**src/rtl/integer_execution_stage_if.sv**
```systemverilog
`default_nettype none
// ============================================================================
//  Module   : integer_execution_stage_if
//  Purpose  : Issue, recovery, bypass and writeback bundle for the integer
//             execution stage.
//  Revision : 1.0
// ============================================================================
interface integer_execution_stage_if #(
    parameter int DATA_W = 32,
    parameter int PREG_W = 7,
    parameter int AL_W   = 6
);
    logic              stall;
    logic              clear;
    logic              in_valid;
    logic [3:0]        in_op;
    logic [DATA_W-1:0] in_opA;
    logic [DATA_W-1:0] in_opB;
    logic              in_opA_valid;
    logic              in_opB_valid;
    logic              in_write_reg;
    logic [PREG_W-1:0] in_dst;
    logic [AL_W-1:0]   in_al_ptr;
    logic              rec_phase;
    logic              rec_flush_all;
    logic [AL_W-1:0]   rec_head;
    logic [AL_W-1:0]   rec_tail;
    logic              byp_valid;
    logic [PREG_W-1:0] byp_dst;
    logic [DATA_W-1:0] byp_data;
    logic              wb_valid;
    logic              wb_write_reg;
    logic [PREG_W-1:0] wb_dst;
    logic [DATA_W-1:0] wb_data;
    logic [AL_W-1:0]   wb_al_ptr;
    logic              replay;

    modport master (
        output stall, clear, in_valid, in_op, in_opA, in_opB,
               in_opA_valid, in_opB_valid, in_write_reg, in_dst, in_al_ptr,
               rec_phase, rec_flush_all, rec_head, rec_tail,
        input  byp_valid, byp_dst, byp_data,
               wb_valid, wb_write_reg, wb_dst, wb_data, wb_al_ptr, replay
    );

    modport slave (
        input  stall, clear, in_valid, in_op, in_opA, in_opB,
               in_opA_valid, in_opB_valid, in_write_reg, in_dst, in_al_ptr,
               rec_phase, rec_flush_all, rec_head, rec_tail,
        output byp_valid, byp_dst, byp_data,
               wb_valid, wb_write_reg, wb_dst, wb_data, wb_al_ptr, replay
    );
endinterface
`default_nettype wire

```
**src/rtl/integer_execution_stage.sv**
```systemverilog
`default_nettype none
// ============================================================================
//  Module   : integer_execution_stage
//  Purpose  : Latches one register-read lane, runs a single-cycle ALU op,
//             drives bypass and registers the result for writeback/replay.
//  Revision : 1.0
// ============================================================================
module integer_execution_stage #(
    parameter int DATA_W = 32,
    parameter int PREG_W = 7,
    parameter int AL_W   = 6
) (
    input  wire logic                 clk,
    input  wire logic                 rst,
    integer_execution_stage_if.slave  bus
);

    localparam logic [3:0] c_OP_ADD   = 4'd0;
    localparam logic [3:0] c_OP_SUB   = 4'd1;
    localparam logic [3:0] c_OP_AND   = 4'd2;
    localparam logic [3:0] c_OP_OR    = 4'd3;
    localparam logic [3:0] c_OP_XOR   = 4'd4;
    localparam logic [3:0] c_OP_SLL   = 4'd5;
    localparam logic [3:0] c_OP_SRL   = 4'd6;
    localparam logic [3:0] c_OP_SRA   = 4'd7;
    localparam logic [3:0] c_OP_SLT   = 4'd8;
    localparam logic [3:0] c_OP_SLTU  = 4'd9;
    localparam logic [3:0] c_OP_PASSB = 4'd10;

    // Stage register S
    logic              r_s_valid_q,     w_s_valid_d;
    logic [3:0]        r_s_op_q,        w_s_op_d;
    logic [DATA_W-1:0] r_s_opa_q,       w_s_opa_d;
    logic [DATA_W-1:0] r_s_opb_q,       w_s_opb_d;
    logic              r_s_opa_valid_q, w_s_opa_valid_d;
    logic              r_s_opb_valid_q, w_s_opb_valid_d;
    logic              r_s_write_reg_q, w_s_write_reg_d;
    logic [PREG_W-1:0] r_s_dst_q,       w_s_dst_d;
    logic [AL_W-1:0]   r_s_al_ptr_q,    w_s_al_ptr_d;

    // Writeback register W
    logic              r_wb_valid_q,     w_wb_valid_d;
    logic              r_wb_replay_q,    w_wb_replay_d;
    logic              r_wb_write_reg_q, w_wb_write_reg_d;
    logic [PREG_W-1:0] r_wb_dst_q,       w_wb_dst_d;
    logic [DATA_W-1:0] r_wb_data_q,      w_wb_data_d;
    logic [AL_W-1:0]   r_wb_al_ptr_q,    w_wb_al_ptr_d;

    logic              w_flush;
    logic              w_live;
    logic              w_fault;
    logic [DATA_W-1:0] w_alu_res;
    logic [4:0]        w_shamt;

    // Active-list range [head, tail) is circular; head == tail means empty.
    function automatic logic f_in_range(input logic [AL_W-1:0] p,
                                        input logic [AL_W-1:0] h,
                                        input logic [AL_W-1:0] t);
        logic r;
        r = 1'b0;
        if (h < t)
            r = (p >= h) && (p < t);
        else if (h > t)
            r = (p >= h) || (p < t);
        return r;
    endfunction

    always_comb begin
        w_s_valid_d     = r_s_valid_q;
        w_s_op_d        = r_s_op_q;
        w_s_opa_d       = r_s_opa_q;
        w_s_opb_d       = r_s_opb_q;
        w_s_opa_valid_d = r_s_opa_valid_q;
        w_s_opb_valid_d = r_s_opb_valid_q;
        w_s_write_reg_d = r_s_write_reg_q;
        w_s_dst_d       = r_s_dst_q;
        w_s_al_ptr_d    = r_s_al_ptr_q;
        if (!bus.stall) begin
            w_s_valid_d     = bus.in_valid;
            w_s_op_d        = bus.in_op;
            w_s_opa_d       = bus.in_opA;
            w_s_opb_d       = bus.in_opB;
            w_s_opa_valid_d = bus.in_opA_valid;
            w_s_opb_valid_d = bus.in_opB_valid;
            w_s_write_reg_d = bus.in_write_reg;
            w_s_dst_d       = bus.in_dst;
            w_s_al_ptr_d    = bus.in_al_ptr;
        end
    end

    always_comb begin
        w_flush = bus.rec_phase &&
                  (bus.rec_flush_all || f_in_range(r_s_al_ptr_q, bus.rec_head, bus.rec_tail));
        w_live  = r_s_valid_q && !w_flush && !bus.clear && !bus.stall;
        w_fault = !r_s_opa_valid_q || !r_s_opb_valid_q;
    end

    always_comb begin
        w_shamt   = r_s_opb_q[4:0];
        w_alu_res = '0;
        case (r_s_op_q)
            c_OP_ADD:   w_alu_res = r_s_opa_q + r_s_opb_q;
            c_OP_SUB:   w_alu_res = r_s_opa_q - r_s_opb_q;
            c_OP_AND:   w_alu_res = r_s_opa_q & r_s_opb_q;
            c_OP_OR:    w_alu_res = r_s_opa_q | r_s_opb_q;
            c_OP_XOR:   w_alu_res = r_s_opa_q ^ r_s_opb_q;
            c_OP_SLL:   w_alu_res = r_s_opa_q << w_shamt;
            c_OP_SRL:   w_alu_res = r_s_opa_q >> w_shamt;
            c_OP_SRA:   w_alu_res = $unsigned($signed(r_s_opa_q) >>> w_shamt);
            c_OP_SLT:   w_alu_res = {{(DATA_W-1){1'b0}},
                                     ($signed(r_s_opa_q) < $signed(r_s_opb_q))};
            c_OP_SLTU:  w_alu_res = {{(DATA_W-1){1'b0}}, (r_s_opa_q < r_s_opb_q)};
            c_OP_PASSB: w_alu_res = r_s_opb_q;
            default:    w_alu_res = '0;
        endcase
    end

    always_comb begin
        w_wb_valid_d     = r_wb_valid_q;
        w_wb_replay_d    = r_wb_replay_q;
        w_wb_write_reg_d = r_wb_write_reg_q;
        w_wb_dst_d       = r_wb_dst_q;
        w_wb_data_d      = r_wb_data_q;
        w_wb_al_ptr_d    = r_wb_al_ptr_q;
        if (!bus.stall) begin
            w_wb_valid_d     = w_live && !w_fault;
            w_wb_replay_d    = w_live && w_fault;
            w_wb_write_reg_d = r_s_write_reg_q && !w_fault;
            w_wb_dst_d       = r_s_dst_q;
            w_wb_data_d      = w_alu_res;
            w_wb_al_ptr_d    = r_s_al_ptr_q;
        end
    end

    always_ff @(posedge clk) begin
        if (rst) begin
            r_s_valid_q      <= 1'b0;
            r_s_op_q         <= '0;
            r_s_opa_q        <= '0;
            r_s_opb_q        <= '0;
            r_s_opa_valid_q  <= 1'b0;
            r_s_opb_valid_q  <= 1'b0;
            r_s_write_reg_q  <= 1'b0;
            r_s_dst_q        <= '0;
            r_s_al_ptr_q     <= '0;
            r_wb_valid_q     <= 1'b0;
            r_wb_replay_q    <= 1'b0;
            r_wb_write_reg_q <= 1'b0;
            r_wb_dst_q       <= '0;
            r_wb_data_q      <= '0;
            r_wb_al_ptr_q    <= '0;
        end else begin
            r_s_valid_q      <= w_s_valid_d;
            r_s_op_q         <= w_s_op_d;
            r_s_opa_q        <= w_s_opa_d;
            r_s_opb_q        <= w_s_opb_d;
            r_s_opa_valid_q  <= w_s_opa_valid_d;
            r_s_opb_valid_q  <= w_s_opb_valid_d;
            r_s_write_reg_q  <= w_s_write_reg_d;
            r_s_dst_q        <= w_s_dst_d;
            r_s_al_ptr_q     <= w_s_al_ptr_d;
            r_wb_valid_q     <= w_wb_valid_d;
            r_wb_replay_q    <= w_wb_replay_d;
            r_wb_write_reg_q <= w_wb_write_reg_d;
            r_wb_dst_q       <= w_wb_dst_d;
            r_wb_data_q      <= w_wb_data_d;
            r_wb_al_ptr_q    <= w_wb_al_ptr_d;
        end
    end

    assign bus.byp_valid    = w_live && r_s_write_reg_q && !w_fault;
    assign bus.byp_dst      = r_s_dst_q;
    assign bus.byp_data     = w_alu_res;
    assign bus.wb_valid     = r_wb_valid_q;
    assign bus.wb_write_reg = r_wb_write_reg_q;
    assign bus.wb_dst       = r_wb_dst_q;
    assign bus.wb_data      = r_wb_data_q;
    assign bus.wb_al_ptr    = r_wb_al_ptr_q;
    assign bus.replay       = r_wb_replay_q;

endmodule
`default_nettype wire

```
**src/flat_wrapper.sv**
```systemverilog
// flat-port wrapper written by rule: the top's interface ports become plain ports
module integer_execution_stage_flat 
#(
    parameter int DATA_W = 32,
    parameter int PREG_W = 7,
    parameter int AL_W   = 6
)
  (clk, rst, bus_stall, bus_clear, bus_in_valid, bus_in_op, bus_in_opA, bus_in_opB, bus_in_opA_valid, bus_in_opB_valid, bus_in_write_reg, bus_in_dst, bus_in_al_ptr, bus_rec_phase, bus_rec_flush_all, bus_rec_head, bus_rec_tail, bus_byp_valid, bus_byp_dst, bus_byp_data, bus_wb_valid, bus_wb_write_reg, bus_wb_dst, bus_wb_data, bus_wb_al_ptr, bus_replay);
  integer_execution_stage_if #(.DATA_W(DATA_W), .PREG_W(PREG_W), .AL_W(AL_W)) bus_i ();
  input  wire logic clk;
  input  wire logic rst;
  input wire logic [$bits(bus_i.stall)-1:0] bus_stall;
  input wire logic [$bits(bus_i.clear)-1:0] bus_clear;
  input wire logic [$bits(bus_i.in_valid)-1:0] bus_in_valid;
  input wire logic [$bits(bus_i.in_op)-1:0] bus_in_op;
  input wire logic [$bits(bus_i.in_opA)-1:0] bus_in_opA;
  input wire logic [$bits(bus_i.in_opB)-1:0] bus_in_opB;
  input wire logic [$bits(bus_i.in_opA_valid)-1:0] bus_in_opA_valid;
  input wire logic [$bits(bus_i.in_opB_valid)-1:0] bus_in_opB_valid;
  input wire logic [$bits(bus_i.in_write_reg)-1:0] bus_in_write_reg;
  input wire logic [$bits(bus_i.in_dst)-1:0] bus_in_dst;
  input wire logic [$bits(bus_i.in_al_ptr)-1:0] bus_in_al_ptr;
  input wire logic [$bits(bus_i.rec_phase)-1:0] bus_rec_phase;
  input wire logic [$bits(bus_i.rec_flush_all)-1:0] bus_rec_flush_all;
  input wire logic [$bits(bus_i.rec_head)-1:0] bus_rec_head;
  input wire logic [$bits(bus_i.rec_tail)-1:0] bus_rec_tail;
  output wire logic [$bits(bus_i.byp_valid)-1:0] bus_byp_valid;
  output wire logic [$bits(bus_i.byp_dst)-1:0] bus_byp_dst;
  output wire logic [$bits(bus_i.byp_data)-1:0] bus_byp_data;
  output wire logic [$bits(bus_i.wb_valid)-1:0] bus_wb_valid;
  output wire logic [$bits(bus_i.wb_write_reg)-1:0] bus_wb_write_reg;
  output wire logic [$bits(bus_i.wb_dst)-1:0] bus_wb_dst;
  output wire logic [$bits(bus_i.wb_data)-1:0] bus_wb_data;
  output wire logic [$bits(bus_i.wb_al_ptr)-1:0] bus_wb_al_ptr;
  output wire logic [$bits(bus_i.replay)-1:0] bus_replay;
  assign bus_i.stall = bus_stall;
  assign bus_i.clear = bus_clear;
  assign bus_i.in_valid = bus_in_valid;
  assign bus_i.in_op = bus_in_op;
  assign bus_i.in_opA = bus_in_opA;
  assign bus_i.in_opB = bus_in_opB;
  assign bus_i.in_opA_valid = bus_in_opA_valid;
  assign bus_i.in_opB_valid = bus_in_opB_valid;
  assign bus_i.in_write_reg = bus_in_write_reg;
  assign bus_i.in_dst = bus_in_dst;
  assign bus_i.in_al_ptr = bus_in_al_ptr;
  assign bus_i.rec_phase = bus_rec_phase;
  assign bus_i.rec_flush_all = bus_rec_flush_all;
  assign bus_i.rec_head = bus_rec_head;
  assign bus_i.rec_tail = bus_rec_tail;
  assign bus_byp_valid = bus_i.byp_valid;
  assign bus_byp_dst = bus_i.byp_dst;
  assign bus_byp_data = bus_i.byp_data;
  assign bus_wb_valid = bus_i.wb_valid;
  assign bus_wb_write_reg = bus_i.wb_write_reg;
  assign bus_wb_dst = bus_i.wb_dst;
  assign bus_wb_data = bus_i.wb_data;
  assign bus_wb_al_ptr = bus_i.wb_al_ptr;
  assign bus_replay = bus_i.replay;
  integer_execution_stage #(.DATA_W(DATA_W), .PREG_W(PREG_W), .AL_W(AL_W)) u_core (.clk(clk), .rst(rst), .bus(bus_i));
endmodule
```
**config.mk**
```make
export PLATFORM = sky130hd
export DESIGN_NAME = integer_execution_stage_flat
export DESIGN_NICKNAME = d
export VERILOG_FILES = /design/src/rtl/integer_execution_stage_if.sv /design/src/rtl/integer_execution_stage.sv /design/src/flat_wrapper.sv
export SDC_FILE = /design/constraint.sdc
export NUM_CORES = 1
export LEC_CHECK = 0
export CAP_MARGIN = 40
export CELL_PAD_IN_SITES_DETAIL_PLACEMENT = 1
export CELL_PAD_IN_SITES_GLOBAL_PLACEMENT = 2
export CORE_MARGIN = 2
export CORE_UTILIZATION = 34
export DETAILED_ROUTE_END_ITERATION = 8
export PLACE_DENSITY = 0.93
export SLEW_MARGIN = 20
export SYNTH_ARGS = -nofsm -noshare
export SYNTH_HDL_FRONTEND = slang
export SYNTH_SLANG_ARGS = --single-unit
export TNS_END_PERCENT = 30
```
**constraint.sdc**
```tcl
create_clock -name clk -period 5.9 [get_ports clk]
set_input_delay 1.18 -clock clk [delete_from_list [all_inputs] [get_ports clk]]
set_output_delay 1.18 -clock clk [all_outputs]
set_load 0.01 [all_outputs]
```
==> metrics.sh, run 1 <==
SYNTH_TOP_AREA_CELL='sky130_fd_sc_hd__dfxtp_1'
FIRSTDRTPASSITERS=5
CORE_UM2=43900
WIRE_LENGTH_OF_THE_FIRST_GLOBAL_ROUTING_PASS_UM=105000
GRT_REMAINING_OVERFLOW=0
YS_FF_LATCH=133
CLOCKBUFFERDEPTH=2
CRIT_PATH_CELL_TRACE='inv_1 -> ha_1 -> inv_1 -> a2111oi_2 -> a2111oi_4 -> o31ai_1 -> a21oi_2 -> o21a_1 -> o2111a_1 -> a41oi_1 -> nand2_1 -> clkdlybuf4s50_1'
ENDPOINT_ARRIVAL_TIME_ON_THE_CRITICAL_PATH_PS=4520
TIMING_MAX_TRANSITION_VIOLATIONS_FINAL=0
FINALWEIGHTEDCONGESTION=0.984
POWER.SHARE.SWITCHING_PCT=39.8
CTS_SINKS=133
DATA_REQUIRED_TIME_AT_THE_WORST_ENDPOINT_PS=4720
CRITICAL_PATH_START_TYPE='register'
FINISH.INSTANCE_AREA_UM2=18400
DRT_ITER0_DRC=1633
SYN-MEAN-INSTANCE-AREA_UM2=7.79
CRIT_PATH_MAX_INCR_DELAY_PS=530
STATIC-LEAKAGE-POWER_uW=0.00747
TIMING.CRITICAL_PATH.BUF_INV=3
FINALWIRELENGTH_UM=69400
AREA_DELTA_SYNTH_FINAL_PCT=22.2
ANTENNA_FOUND_INITIAL=1
SYNTH.NET_COUNT=2153
SYNTH.CELL_AREA_UM2=15000
MULTI_INPUT_COMB_AREA_UM2=11200
PERIOD_MINUS_SLACK_PS=5700
PATH_DELAY_FAMILY='compound AO/OA/AOI/OAI gates'
TRITONCTS='done'
DRIVE_GT1_SHARE_PCT=12.2
PEAKVDDDROP_V=0.000221
CHIPHEIGHT_UM=214
CRITICAL_PATH.SLOWEST_CELL='sky130_fd_sc_hd__ha_1'
HOLD_DEPTH=2
SYNTHESIS.INSTANCES=1930
FLOORPLAN.INITIALDENSITY_PCT=34.2
FINALCOREUTILIZATION_PCT=41.8
DP.CELLS=2641
POWER_PER_CELL_AREA_nW_PER_UM2=199
COUNT_OF_CELL_TYPES_IN_THE_NETLIST=90
CTSROOTBUFFERMASTER='sky130_fd_sc_hd__clkbuf_16'
SYNTH-EDFF-COUNT=0
CLK_PIN_SLEW_WORST_PATHS_PS=70
TYPE_OF_THE_WORST_SETUP_PATH='register to primary output'
FINALSETUPVIOLCOUNT=0
CTS.HTREE.LEVELS=4
OUTCOME='finished, final reports clean'
PATH_DEPTH=12
CLOCK_POWER_SHARE_PCT=29.1
WORST_HOLD_PATH_TYPE='register to register'
IO-PIN-COUNT=191
DRCVIOLATIONCOUNT=0
TRITONCTS.NUM_BUFFERS=17
GRT_START_MAX_NET_PINS=71
CHIPWIDTH_UM=214
FINALHOLDVIOLATIONS=0
SEQCELLAREA_UM2=2680
YS_ASYNC_SR_FRACTION_PCT=0
FINAL.SETUP_SKEW_PS=27.1
ANTENNA_CELLS_INSERTED=0
ROUTE.ANTENNA.REMAINING_NETS=0
YS.FLOP_TYPE='sky130_fd_sc_hd__dfxtp_1'
SYNTHDOMINANTCELLAREASHARE_PCT=17.7
MAX_FREQ_MHz=175
SHARE_SEQ_OF_TOTAL_POWER_PCT=28.0
PERIOD_SHARE_PCT=96.7
REG2REG_DEPTH=10
NUM_ROWS=77
PWR-SHARE-COMB_PCT=42.9
MAXCAPVIOLATIONS=0
RSZ0062_AT_GRT='yes'
N_FILL_CELL=5362
NUM-NETS-FINAL=2293
DETAILED_PLACE.AREA_UM2=17700
VIAS=16400
SWITCHING_POWER_TOTAL_uW=1450
CLOCK_INSERTION_DELAY_WORST_SKEW_PS=500
POST_CTS_BUFFERS=0
MAX_SLEW.WORST_PIN.SLEW_PS=857
SYNTH-SEQ-AREA-SHARE_PCT=17.7
PORT_BUFFERS=190
RELSLEWSLACK_PCT=42.7
YOSYS_WARNINGS=0
DIE_AREA_UM2=45900
AVGVIACOUNTPERCELL=6.15
TIMING.CRITICAL_PATH.MODE_CELL='sky130_fd_sc_hd__inv_1'
WL_PER_CELL_UM=25.9
DESIGN_INTERNAL_POWER_uW=2200
POST_LAYOUT_NONFILLER_INSTANCES=2675
FIRST_GLOBAL_VIAS=16400
CRIT_PATH_MAX_FANOUT=8
HPWL_UM=53400
SYNTH.TOP_CELLS.BY_AREA='sky130_fd_sc_hd__dfxtp_1, sky130_fd_sc_hd__mux2i_1, sky130_fd_sc_hd__ha_1, sky130_fd_sc_hd__mux4_2, sky130_fd_sc_hd__nor2_1'
GLOBAL_ROUTE.USAGE.TOTAL_PCT=29.7
CRITPATHCAPTURETYPE='primary output'
## layout make-up
type                       count  share of cell area (%)
clock buffer                  19                    2.41
clock inverter                13                   0.667
sequential                   133                    14.6
multi-input combinational   1517                    61.2
tap                          592                    4.03
timing repair buffer         288                    14.8
inverter                     113                    2.32
## worst min-delay path, delay by kind of cell (launching register included)
| kind | cells | cell delay (ps) |
|---|---|---|
| DFF | 1 | 310 |
| and+or+nand+nor | 1 | 60 |
| AOI/OAI and AO/OA | 1 | 50 |
## metal layers
| layer | global-route usage, % | vias up | routed length [µm] | share of wire, % |
|---|---|---|---|---|
| met3 | 5.94 | 184 | 5060 | 7.3 |
| met4 | 17.7 | 2 | 4340 | 6.3 |
| met1 | 37.5 | 8162 | 28500 | 41 |
| met5 | 0 | - | 13 | 0.019 |
| met2 | 46.8 | 771 | 31500 | 45 |
| li1 | - | 7324 | - | - |
## layout by cell type, fill, tap and decap left out, types with 6 or more instances in the layout
cell | synthesis | final
sky130_fd_sc_hd__o31ai_1 | 10 | 10
sky130_fd_sc_hd__nand4_1 | 8 | 8
sky130_fd_sc_hd__nor2_1 | 270 | 270
sky130_fd_sc_hd__a221o_1 | 12 | 12
sky130_fd_sc_hd__a221oi_1 | 12 | 12
sky130_fd_sc_hd__dfxtp_1 | 133 | 125
sky130_fd_sc_hd__or3_1 | 11 | 11
sky130_fd_sc_hd__o211ai_1 | 23 | 23
sky130_fd_sc_hd__and3_1 | 11 | 11
sky130_fd_sc_hd__o21ai_0 | 101 | 101
sky130_fd_sc_hd__nand2b_1 | 21 | 21
sky130_fd_sc_hd__o21bai_1 | 13 | 13
sky130_fd_sc_hd__mux2i_1 | 151 | 151
sky130_fd_sc_hd__clkdlybuf4s50_1 | 0 | 188
sky130_fd_sc_hd__nor3_1 | 37 | 36
sky130_fd_sc_hd__o21a_1 | 33 | 33
sky130_fd_sc_hd__nand3_1 | 19 | 19
sky130_fd_sc_hd__o211a_1 | 9 | 9
sky130_fd_sc_hd__a211o_1 | 14 | 14
sky130_fd_sc_hd__a21oi_1 | 150 | 149
sky130_fd_sc_hd__mux4_2 | 58 | 58
sky130_fd_sc_hd__o21ai_1 | 9 | 9
sky130_fd_sc_hd__buf_4 | 12 | 91
sky130_fd_sc_hd__nor2b_1 | 18 | 17
sky130_fd_sc_hd__a31oi_1 | 17 | 17
sky130_fd_sc_hd__mux2_2 | 20 | 20
sky130_fd_sc_hd__o22ai_1 | 17 | 17
sky130_fd_sc_hd__nor4_1 | 7 | 7
sky130_fd_sc_hd__inv_1 | 107 | 107
sky130_fd_sc_hd__a211oi_1 | 39 | 37
sky130_fd_sc_hd__nand2_1 | 143 | 143
sky130_fd_sc_hd__ha_1 | 118 | 118
sky130_fd_sc_hd__o221ai_1 | 19 | 19
sky130_fd_sc_hd__dfxtp_2 | 0 | 6
sky130_fd_sc_hd__a21o_1 | 26 | 26
sky130_fd_sc_hd__clkbuf_16 | 0 | 17
## through the flow
| step | TNS, ps | hold slack, ps | total power (µW) | worst slack (ps) |
|---|---|---|---|---|
| global route | -44.7 | 482 | 3830 | -42.1 |
| CTS | 0 | 467 | 3660 | 22.4 |
| finish | 0 | 467 | 3650 | 197 |
| detailed placement | 0 | 457 | 2570 | 545 |
| global placement | 0 | 453 | 2530 | 603 |
| floorplan | 0 | 455 | 1930 | 1270 |
## kinds of logic after synthesis
family          after synthesis  synth area share [%]
flops                       133                  17.7
fa+ha+maj                   120                  10.1
simple gates                575                  17.0
compound gates              585                  26.6
buf+inv                     280                  7.81
xor+xnor                      6                 0.350
mux                         231                  20.5
## what timing repair did
action                     4_1_cts  5_1_grt
setup endpoints to repair        1       14
hold buffers                     0        0
resized for setup                1        8
## power groups by stage
stage | sequential (µW) | combinational [µW] | clock (µW)
2_1_floorplan | 1030 | 896 | 0
3_3_place_gp | 1040 | 1490 | 0
3_5_place_dp | 1040 | 1530 | 0
4_1_cts | 1020 | 1530 | 1100
5_1_grt | 1030 | 1670 | 1130
6_report | 1020 | 1570 | 1060
## worst paths after layout
kind,to,start,slack (ps)
hold reg to reg,u_core.bus.wb_data[13]$_SDFFE_PP0N_,u_core.bus.wb_data[13]$_SDFFE_PP0N_,470
hold / removal,u_core.bus.wb_data[13]$_SDFFE_PP0N_,u_core.bus.wb_data[13]$_SDFFE_PP0N_,470
setup / recovery,bus_byp_data[30],u_core.r_s_opb_q[5]$_SDFFE_PP0N_,200
setup reg to reg,u_core.bus.wb_data[19]$_SDFFE_PP0N_,u_core.r_s_opb_q[0]$_SDFFE_PP0N_,2160
## cells in the mapped netlist (22+ instances only)
cell type                    n
sky130_fd_sc_hd__nand2_1   143
sky130_fd_sc_hd__buf_1      22
sky130_fd_sc_hd__a21oi_1   150
sky130_fd_sc_hd__dfxtp_1   133
sky130_fd_sc_hd__mux4_2     58
sky130_fd_sc_hd__mux2i_1   151
sky130_fd_sc_hd__o21ai_0   101
sky130_fd_sc_hd__o211ai_1   23
sky130_fd_sc_hd__inv_1     107
sky130_fd_sc_hd__a21o_1     26
sky130_fd_sc_hd__a211oi_1   39
sky130_fd_sc_hd__nor3_1     37
sky130_fd_sc_hd__buf_2      33
sky130_fd_sc_hd__clkbuf_1   96
sky130_fd_sc_hd__o21a_1     33
sky130_fd_sc_hd__nor2_1    270
sky130_fd_sc_hd__ha_1      118
Power figures use the tool's default switching activity.
==> run 2, diff against run 1 <==
--- a/config.mk
+++ b/config.mk
@@ -5,7 +5,7 @@
 export SDC_FILE = /design/constraint.sdc
 export NUM_CORES = 1
 export LEC_CHECK = 0
-export CAP_MARGIN = 40
+export CAP_MARGIN = 20
 export CELL_PAD_IN_SITES_DETAIL_PLACEMENT = 1
 export CELL_PAD_IN_SITES_GLOBAL_PLACEMENT = 2
 export CORE_MARGIN = 2
==> metrics.sh, run 2 (synthesis results as in run 1) <==
DIE_AREA_UM2=45900  # unchanged
DRT_ITER0_DRC=1604  # was 1633
WORST_HOLD_PATH_TYPE='register to register'  # unchanged
FINAL.SETUP.TNS_PS=0  # unchanged
ROUTE.ANTENNA.REMAINING_NETS=0  # unchanged
HPWL_UM=53000  # was 53400 µm
FINALWIRELENGTH_UM=69200  # was 69400 µm
DP_SLACK_PS=495  # was 545 ps
TRITONCTS='done'  # unchanged
GRT_START_MAX_NET_PINS=71  # unchanged
TYPE_OF_THE_WORST_SETUP_PATH='register to primary output'  # unchanged
VIAS=16200  # was 16400
FINALCOREUTILIZATION_PCT=41.6  # was 41.8%
CRITPATHCAPTURETYPE='primary output'  # unchanged
ANTENNA_FOUND_INITIAL=0  # was 1
DETAILED_PLACE.AREA_UM2=17600  # was 17700 µm²
RELSLEWSLACK_PCT=28.9  # was 42.7%
FLOORPLAN.INITIALDENSITY_PCT=34.2  # unchanged
PATH_DELAY_FAMILY='compound AO/OA/AOI/OAI gates'  # unchanged
GLOBAL_ROUTE.USAGE.TOTAL_PCT=29.7  # about the same
CRIT_PATH_MAX_FANOUT=8  # unchanged
POST_CTS_BUFFERS=0  # unchanged
TIMING.CRITICAL_PATH.BUF_INV=3  # unchanged
WIRE_LENGTH_OF_THE_FIRST_GLOBAL_ROUTING_PASS_UM=104000  # was 105000 µm
CRITICAL_PATH_START_TYPE='register'  # unchanged
MAX_FREQ_MHz=177  # was 175 MHz
FINALSETUPVIOLCOUNT=0  # unchanged
DRIVE_GT1_SHARE_PCT=11.9  # was 12.2%
CTSROOTBUFFERMASTER='sky130_fd_sc_hd__clkbuf_16'  # unchanged
WHS_PS=463  # was 467 ps
AREA_DELTA_SYNTH_FINAL_PCT=21.4  # was 22.2%
FIRSTDRTPASSITERS=6  # was 5
DRCVIOLATIONCOUNT=0  # unchanged
CRIT_PATH_CELL_TRACE='inv_1 -> ha_1 -> inv_1 -> a2111oi_2 -> a2111oi_4 -> o31ai_1 -> a21oi_2 -> o21a_1 -> o2111a_1 -> a41oi_1 -> nand2_1 -> clkdlybuf4s50_1'  # unchanged
FIRST_GLOBAL_VIAS=16200  # was 16400
FINALHOLDVIOLATIONS=0  # unchanged
FINAL.SETUP_SKEW_PS=29.1  # was 27.1 ps
POWER_PER_CELL_AREA_nW_PER_UM2=202  # was 199 nW/µm²
NUM_ROWS=77  # unchanged
WL_PER_CELL_UM=26.0  # was 25.9 µm
CLOCKBUFFERDEPTH=2  # unchanged
ANTENNA_CELLS_INSERTED=0  # unchanged
CLOCK_INSERTION_DELAY_WORST_SKEW_PS=500  # about the same
FINISH.INSTANCE_AREA_UM2=18300  # was 18400 µm²
CRITICAL_PATH.SLOWEST_CELL='sky130_fd_sc_hd__a2111oi_2'  # was sky130_fd_sc_hd__ha_1
DATA_REQUIRED_TIME_AT_THE_WORST_ENDPOINT_PS=4720  # about the same
CTS.HTREE.LEVELS=4  # unchanged
GRT_REMAINING_OVERFLOW=0  # unchanged
WL_MET1_UM=28500  # about the same
PERIOD_SHARE_PCT=95.9  # was 96.7%
CRIT_PATH_MAX_INCR_DELAY_PS=540  # was 530 ps
TOPROUTINGLAYERUSED='met4'  # was met5
ENDPOINT_ARRIVAL_TIME_ON_THE_CRITICAL_PATH_PS=4480  # was 4520 ps
PERIOD_MINUS_SLACK_PS=5660  # was 5700 ps
LAYOUT.CELLS.MOST_COMMON='sky130_fd_sc_hd__nor2_1'  # unchanged
WL_MET3_UM=5250  # was 5060 µm
TRITONCTS.NUM_BUFFERS=17  # unchanged
NUM-NETS-FINAL=2285  # was 2293
CHIPWIDTH_UM=214  # unchanged
AVGVIACOUNTPERCELL=6.08  # was 6.15
WL_MET2_UM=31600  # was 31500 µm
CORE_UM2=43900  # unchanged
OUTCOME='finished, final reports clean'  # unchanged
CTS_SINKS=133  # unchanged
PEAKVDDDROP_V=0.000214  # was 0.000221 V
IO-PIN-COUNT=191  # unchanged
N_FILL_CELL=5350  # was 5362
FINALWEIGHTEDCONGESTION=0.984  # unchanged
MAXCAPVIOLATIONS=0  # unchanged
FINALWORSTSETUPSLACK_PS=241  # was 197 ps
CLK_PIN_SLEW_WORST_PATHS_PS=60  # was 70 ps
CHIPHEIGHT_UM=214  # unchanged
TIMING.CRITICAL_PATH.MODE_CELL='sky130_fd_sc_hd__inv_1'  # unchanged
STATIC-LEAKAGE-POWER_uW=0.00742  # was 0.00747 µW
TIMING_MAX_TRANSITION_VIOLATIONS_FINAL=0  # unchanged
MAX_SLEW.WORST_PIN.SLEW_PS=1050  # was 857 ps
PORT_BUFFERS=190  # unchanged
MOST_FREQUENT_CELLS_IN_THE_LAYOUT='sky130_fd_sc_hd__nor2_1, sky130_fd_sc_hd__clkdlybuf4s50_1, sky130_fd_sc_hd__mux2i_1, sky130_fd_sc_hd__a21oi_1, sky130_fd_sc_hd__nand2_1'  # unchanged
-- run 2: changes by cell type in the layout (fill, tap and decap cells not counted), sizes merged --
| cell | change |
|---|---|
| bufinv | +1 |
| clkinv | -2 |
| inv | +1 |
| clkbuf | -1 |
| buf | -7 |
-- run 2: final cells by class --
type	instances	area, µm²	share of cell area, %
clock inverters	13	145	0.795
inverters	113	427	2.34
clock buffers	19	443	2.43
flip-flops and latches	133	2680	14.7
multi-input cells	1517	11200	61.6
repair buffers	280	2580	14.1
well taps	592	741	4.06
-- run 2: stage by stage --
step                power [µW]  std cells
floorplan                 1930       1930
global placement          2530       2635
detailed placement        2560       2635
CTS                       3690       2667
global route              3870       2667
finish                    3680       2667
-- run 2: worst register-to-register path: stages, from the launching register on --
cell and delay [ps]:
sky130_fd_sc_hd__dfxtp_4 350, sky130_fd_sc_hd__buf_4 500, sky130_fd_sc_hd__buf_6 470, sky130_fd_sc_hd__mux4_2 620, sky130_fd_sc_hd__nand2_1 120, sky130_fd_sc_hd__and3_1 220, sky130_fd_sc_hd__o32ai_1 100, sky130_fd_sc_hd__o21ai_0 200
sky130_fd_sc_hd__a21boi_0 470, sky130_fd_sc_hd__o221ai_1 320, sky130_fd_sc_hd__o21a_1 260
-- run 2: power by group --
group / internal, µW / total, µW / switching, µW / leakage (µW)
registers: 957 / 1020 / 66.4 / 0.00110
clock network: 636 / 1100 / 468 / 0.000277
logic: 642 / 1550 / 913 / 0.00604
-- run 2: what timing repair did --
item / 4_1_cts / 5_1_grt
hold buffers: 0 / 0
setup endpoints to repair: 0 / 15
gates resized for setup: 0 / 9
hold endpoints to repair: 0 / 0
-- run 2: final timing paths --
check                                           start                                   to  slack [ps]  cells after the start
setup reg to reg     u_core.r_s_opb_q[0]$_SDFFE_PP0N_  u_core.bus.wb_data[19]$_SDFFE_PP0N_        2170                     10
hold reg to reg   u_core.bus.wb_data[13]$_SDFFE_PP0N_  u_core.bus.wb_data[13]$_SDFFE_PP0N_         460                      2
hold / removal    u_core.bus.wb_data[13]$_SDFFE_PP0N_  u_core.bus.wb_data[13]$_SDFFE_PP0N_         460                      2
setup / recovery     u_core.r_s_opb_q[5]$_SDFFE_PP0N_                     bus_byp_data[30]         240                     12
-- run 2: routing by layer --
metal,vias to the layer above,track usage (%)
li1,7309,-
met3,137,5.94
met5,-,0
met4,0,16.1
met2,759,47.1
met1,8011,38.0
==> run 3, diff against run 2 <==
--- a/config.mk
+++ b/config.mk
@@ -11,6 +11,7 @@
 export CORE_MARGIN = 2
 export CORE_UTILIZATION = 34
 export DETAILED_ROUTE_END_ITERATION = 8
+export GPL_TIMING_DRIVEN = 0
 export PLACE_DENSITY = 0.93
 export SLEW_MARGIN = 20
 export SYNTH_ARGS = -nofsm -noshare
==> metrics.sh, run 3 (synthesis results as in run 1) <==
OUTCOME='finished with violations'  # was finished, final reports clean
FAILED_CHECKS='negative setup slack'
CTS-HOLD-FIX-BUFFERS=0  # unchanged
FINALSETUPVIOLCOUNT=3  # was 0
STATIC-LEAKAGE-POWER_uW=0.00757  # was 0.00742 µW
CTS_SINKS=133  # unchanged
CLK_PIN_SLEW_WORST_PATHS_PS=70  # was 60 ps
FINALHOLDVIOLATIONS=0  # unchanged
WIRE_LENGTH_OF_THE_FIRST_GLOBAL_ROUTING_PASS_UM=125000  # was 104000 µm
PEAKVDDDROP_V=0.000260  # was 0.000214 V
PORT_BUFFERS=188  # was 190
PERIOD_MINUS_SLACK_PS=5960  # was 5660 ps
WL_MET3_UM=7820  # was 5250 µm
DRIVE_GT1_SHARE_PCT=13.1  # was 11.9%
POST_LAYOUT_NONFILLER_INSTANCES=2753  # was 2667
MAXCAPVIOLATIONS=0  # unchanged
DRCVIOLATIONCOUNT=0  # unchanged
CORE_UM2=43900  # unchanged
HPWL_UM=69400  # was 53000 µm
FINALWIRELENGTH_UM=87100  # was 69200 µm
CRIT_PATH_MAX_INCR_DELAY_PS=890  # was 540 ps
N_FILL_CELL=5370  # was 5350
CLOCKBUFFERDEPTH=2  # unchanged
HOLD_DEPTH=2  # unchanged
WORST_HOLD_PATH_TYPE='register to register'  # unchanged
CTSROOTBUFFERMASTER='sky130_fd_sc_hd__clkbuf_16'  # unchanged
WL_MET1_UM=35600  # was 28500 µm
FINALCOREUTILIZATION_PCT=42.8  # was 41.6%
POWER_PER_CELL_AREA_nW_PER_UM2=206  # was 202 nW/µm²
VIAS=17500  # was 16200
REG2REG_SLACK_PS=1910  # was 2170 ps
LAYOUT.CELLS.MOST_COMMON='sky130_fd_sc_hd__nor2_1'  # unchanged
TIMING_MAX_TRANSITION_VIOLATIONS_FINAL=0  # unchanged
RELSLEWSLACK_PCT=24.1  # was 28.9%
CRITICAL_PATH.SLOWEST_CELL='sky130_fd_sc_hd__clkbuf_1'  # was sky130_fd_sc_hd__a2111oi_2
DRT_ITER0_DRC=1652  # was 1604
ENDPOINT_ARRIVAL_TIME_ON_THE_CRITICAL_PATH_PS=4780  # was 4480 ps
FINALWORSTSETUPSLACK_PS=-59.0  # was 241 ps
GLOBAL_ROUTE.USAGE.TOTAL_PCT=37.4  # was 29.7%
MAX_FREQ_MHz=168  # was 177 MHz
REG2REG_DEPTH=10  # unchanged
CLOCK_INSERTION_DELAY_WORST_SKEW_PS=520  # was 500 ps
DATA_REQUIRED_TIME_AT_THE_WORST_ENDPOINT_PS=4720  # about the same
TYPE_OF_THE_WORST_SETUP_PATH='register to primary output'  # unchanged
CTS.HTREE.LEVELS=4  # unchanged
ANTENNA_FOUND_INITIAL=4  # was 0
MULTI_INPUT_COMB_AREA_UM2=11500  # was 11200 µm²
SETUP.WORST_PATH.START='u_core.r_s_op_q[0]$_SDFFE_PP0N_'  # was u_core.r_s_opb_q[5]$_SDFFE_PP0N_
NUM-NETS-FINAL=2369  # was 2285
CRIT_PATH_MAX_FANOUT=10  # was 8
CRIT_PATH_CELL_TRACE='buf_2 -> buf_2 -> buf_1 -> clkbuf_1 -> o21ai_0 -> o21ai_0 -> a21oi_1 -> o211ai_1 -> clkdlybuf4s50_1'  # was inv_1 -> ha_1 -> inv_1 -> a2111oi_2 -> a2111oi_4 -> o31ai_1 -> a21oi_2 -> o21a_1 -> o2111a_1 -> a41oi_1 -> nand2_1 -> clkdlybuf4s50_1
FINAL.SETUP_SKEW_PS=19.5  # was 29.1 ps
PATH_DELAY_FAMILY='buffers and inverters'  # was compound AO/OA/AOI/OAI gates
CRITICAL_PATH_START_TYPE='register'  # unchanged
TIMING.CRITICAL_PATH.BUF_INV=5  # was 3
DP.CELLS=2710  # was 2635
TIMING.CRITICAL_PATH.TO='bus_byp_data[10]'  # was bus_byp_data[30]
GRT_REMAINING_OVERFLOW=0  # unchanged
DP_SLACK_PS=-1380  # was 495 ps
MAX_SLEW.WORST_PIN.SLEW_PS=1140  # was 1050 ps
SEQCELLAREA_UM2=2680  # about the same
GRT_START_MAX_NET_PINS=18  # was 71
CHIPWIDTH_UM=214  # unchanged
NUM_ROWS=77  # unchanged
DIE_AREA_UM2=45900  # unchanged
IO-PIN-COUNT=191  # unchanged
TOPROUTINGLAYERUSED='met4'  # unchanged
DETAILED_PLACE.AREA_UM2=17700  # was 17600 µm²
RSZ0062_AT_GRT='yes'
CRITPATHCAPTURETYPE='primary output'  # unchanged
WL_PER_CELL_UM=31.6  # was 26.0 µm
PERIOD_SHARE_PCT=101  # was 95.9%
ROUTE.ANTENNA.REMAINING_NETS=0  # unchanged
WL_MET2_UM=38000  # was 31600 µm
AREA_DELTA_SYNTH_FINAL_PCT=25.0  # was 21.4%
TRITONCTS='done'  # unchanged
RR_STARTPOINT='u_core.r_s_op_q[0]$_SDFFE_PP0N_'  # was u_core.r_s_opb_q[0]$_SDFFE_PP0N_
FIRSTDRTPASSITERS=5  # was 6
TIMING.RR.END='u_core.bus.wb_data[18]$_SDFFE_PP0N_'  # was u_core.bus.wb_data[19]$_SDFFE_PP0N_
TRITONCTS.NUM_BUFFERS=17  # unchanged
MOST_FREQUENT_CELLS_IN_THE_LAYOUT='sky130_fd_sc_hd__nor2_1, sky130_fd_sc_hd__clkdlybuf4s50_1, sky130_fd_sc_hd__mux2i_1, sky130_fd_sc_hd__a21oi_1, sky130_fd_sc_hd__nand2_1'  # unchanged
CHIPHEIGHT_UM=214  # unchanged
PATH_DEPTH=9  # was 12
FIRST_GLOBAL_VIAS=17400  # was 16200
FINISH.INSTANCE_AREA_UM2=18800  # was 18300 µm²
FLOORPLAN.INITIALDENSITY_PCT=34.2  # unchanged
FINALWEIGHTEDCONGESTION=1.02  # was 0.984
FINAL_TOTAL_PWR_uW=3870  # was 3680 µW
AVGVIACOUNTPERCELL=6.35  # was 6.08
-- run 3: cell count changes in the layout (fill, tap and decap cells not counted), sizes merged, moves of 2 or more --
cell	change
clkinvlp	-3
clkbuf	+93
inv	+5
diode	+2
clkdlybuf4s50	-2
buf	-12
-- run 3: layout make-up --
type                    instances  share of cell area [%]
flip-flops and latches        133                    14.2
repair buffers                200                    10.5
clock inverters                15                   0.852
multi-input cells            1517                    61.3
well taps                     592                    3.94
diodes                          2                  0.0266
clock buffers                  17                    2.26
inverters                     113                    2.38
plain buffers                 164                    4.45
-- run 3: tightest hold or removal path: stages, from the launching register on --
cell and delay [ps]:
sky130_fd_sc_hd__dfxtp_1 310, sky130_fd_sc_hd__nand2_1 60, sky130_fd_sc_hd__a21oi_1 50
-- run 3: repair_timing --
action,CTS,global route
resized for setup,83,54
endpoints found under the setup margin,29,26
pin swaps,9,5
setup buffers,7,4
-- run 3: metal layers --
metal / up-vias / track usage [%]
met5: - / 0
met4: 0 / 23.0
met3: 217 / 8.34
met2: 995 / 57.0
met1: 8741 / 48.0
li1: 7515 / -
-- run 3: worst min-delay path by stage --
| stage | from | endpoint | slack (ps) |
|---|---|---|---|
| after CTS | u_core.bus.wb_data[13]$_SDFFE_PP0N_ | u_core.bus.wb_data[13]$_SDFFE_PP0N_ | 470 |
| after global routing | u_core.bus.wb_data[13]$_SDFFE_PP0N_ | u_core.bus.wb_data[13]$_SDFFE_PP0N_ | 490 |
| after detailed placement | u_core.bus.wb_data[13]$_SDFFE_PP0N_ | u_core.bus.wb_data[13]$_SDFFE_PP0N_ | 460 |
| after global placement | u_core.bus.wb_data[1]$_SDFFE_PP0N_ | u_core.bus.wb_data[1]$_SDFFE_PP0N_ | 450 |
| final | u_core.bus.wb_data[13]$_SDFFE_PP0N_ | u_core.bus.wb_data[13]$_SDFFE_PP0N_ | 470 |
| after floorplan | u_core.r_s_valid_q$_SDFFE_PP0N_ | u_core.r_s_valid_q$_SDFFE_PP0N_ | 450 |
-- run 3: per-stage QoR --
step                      TNS [ps]  hold slack [ps]
after global routing          -213              493
after detailed placement    -24430              456
final                         -161              465
after CTS                    -1.27              467
after floorplan                  0              455
after global placement      -24780              451
-- run 3: report_power, final --
group          internal [µW]  switching, µW
Sequential               957           85.3
Combinational            654           1050
Clock                    596            525
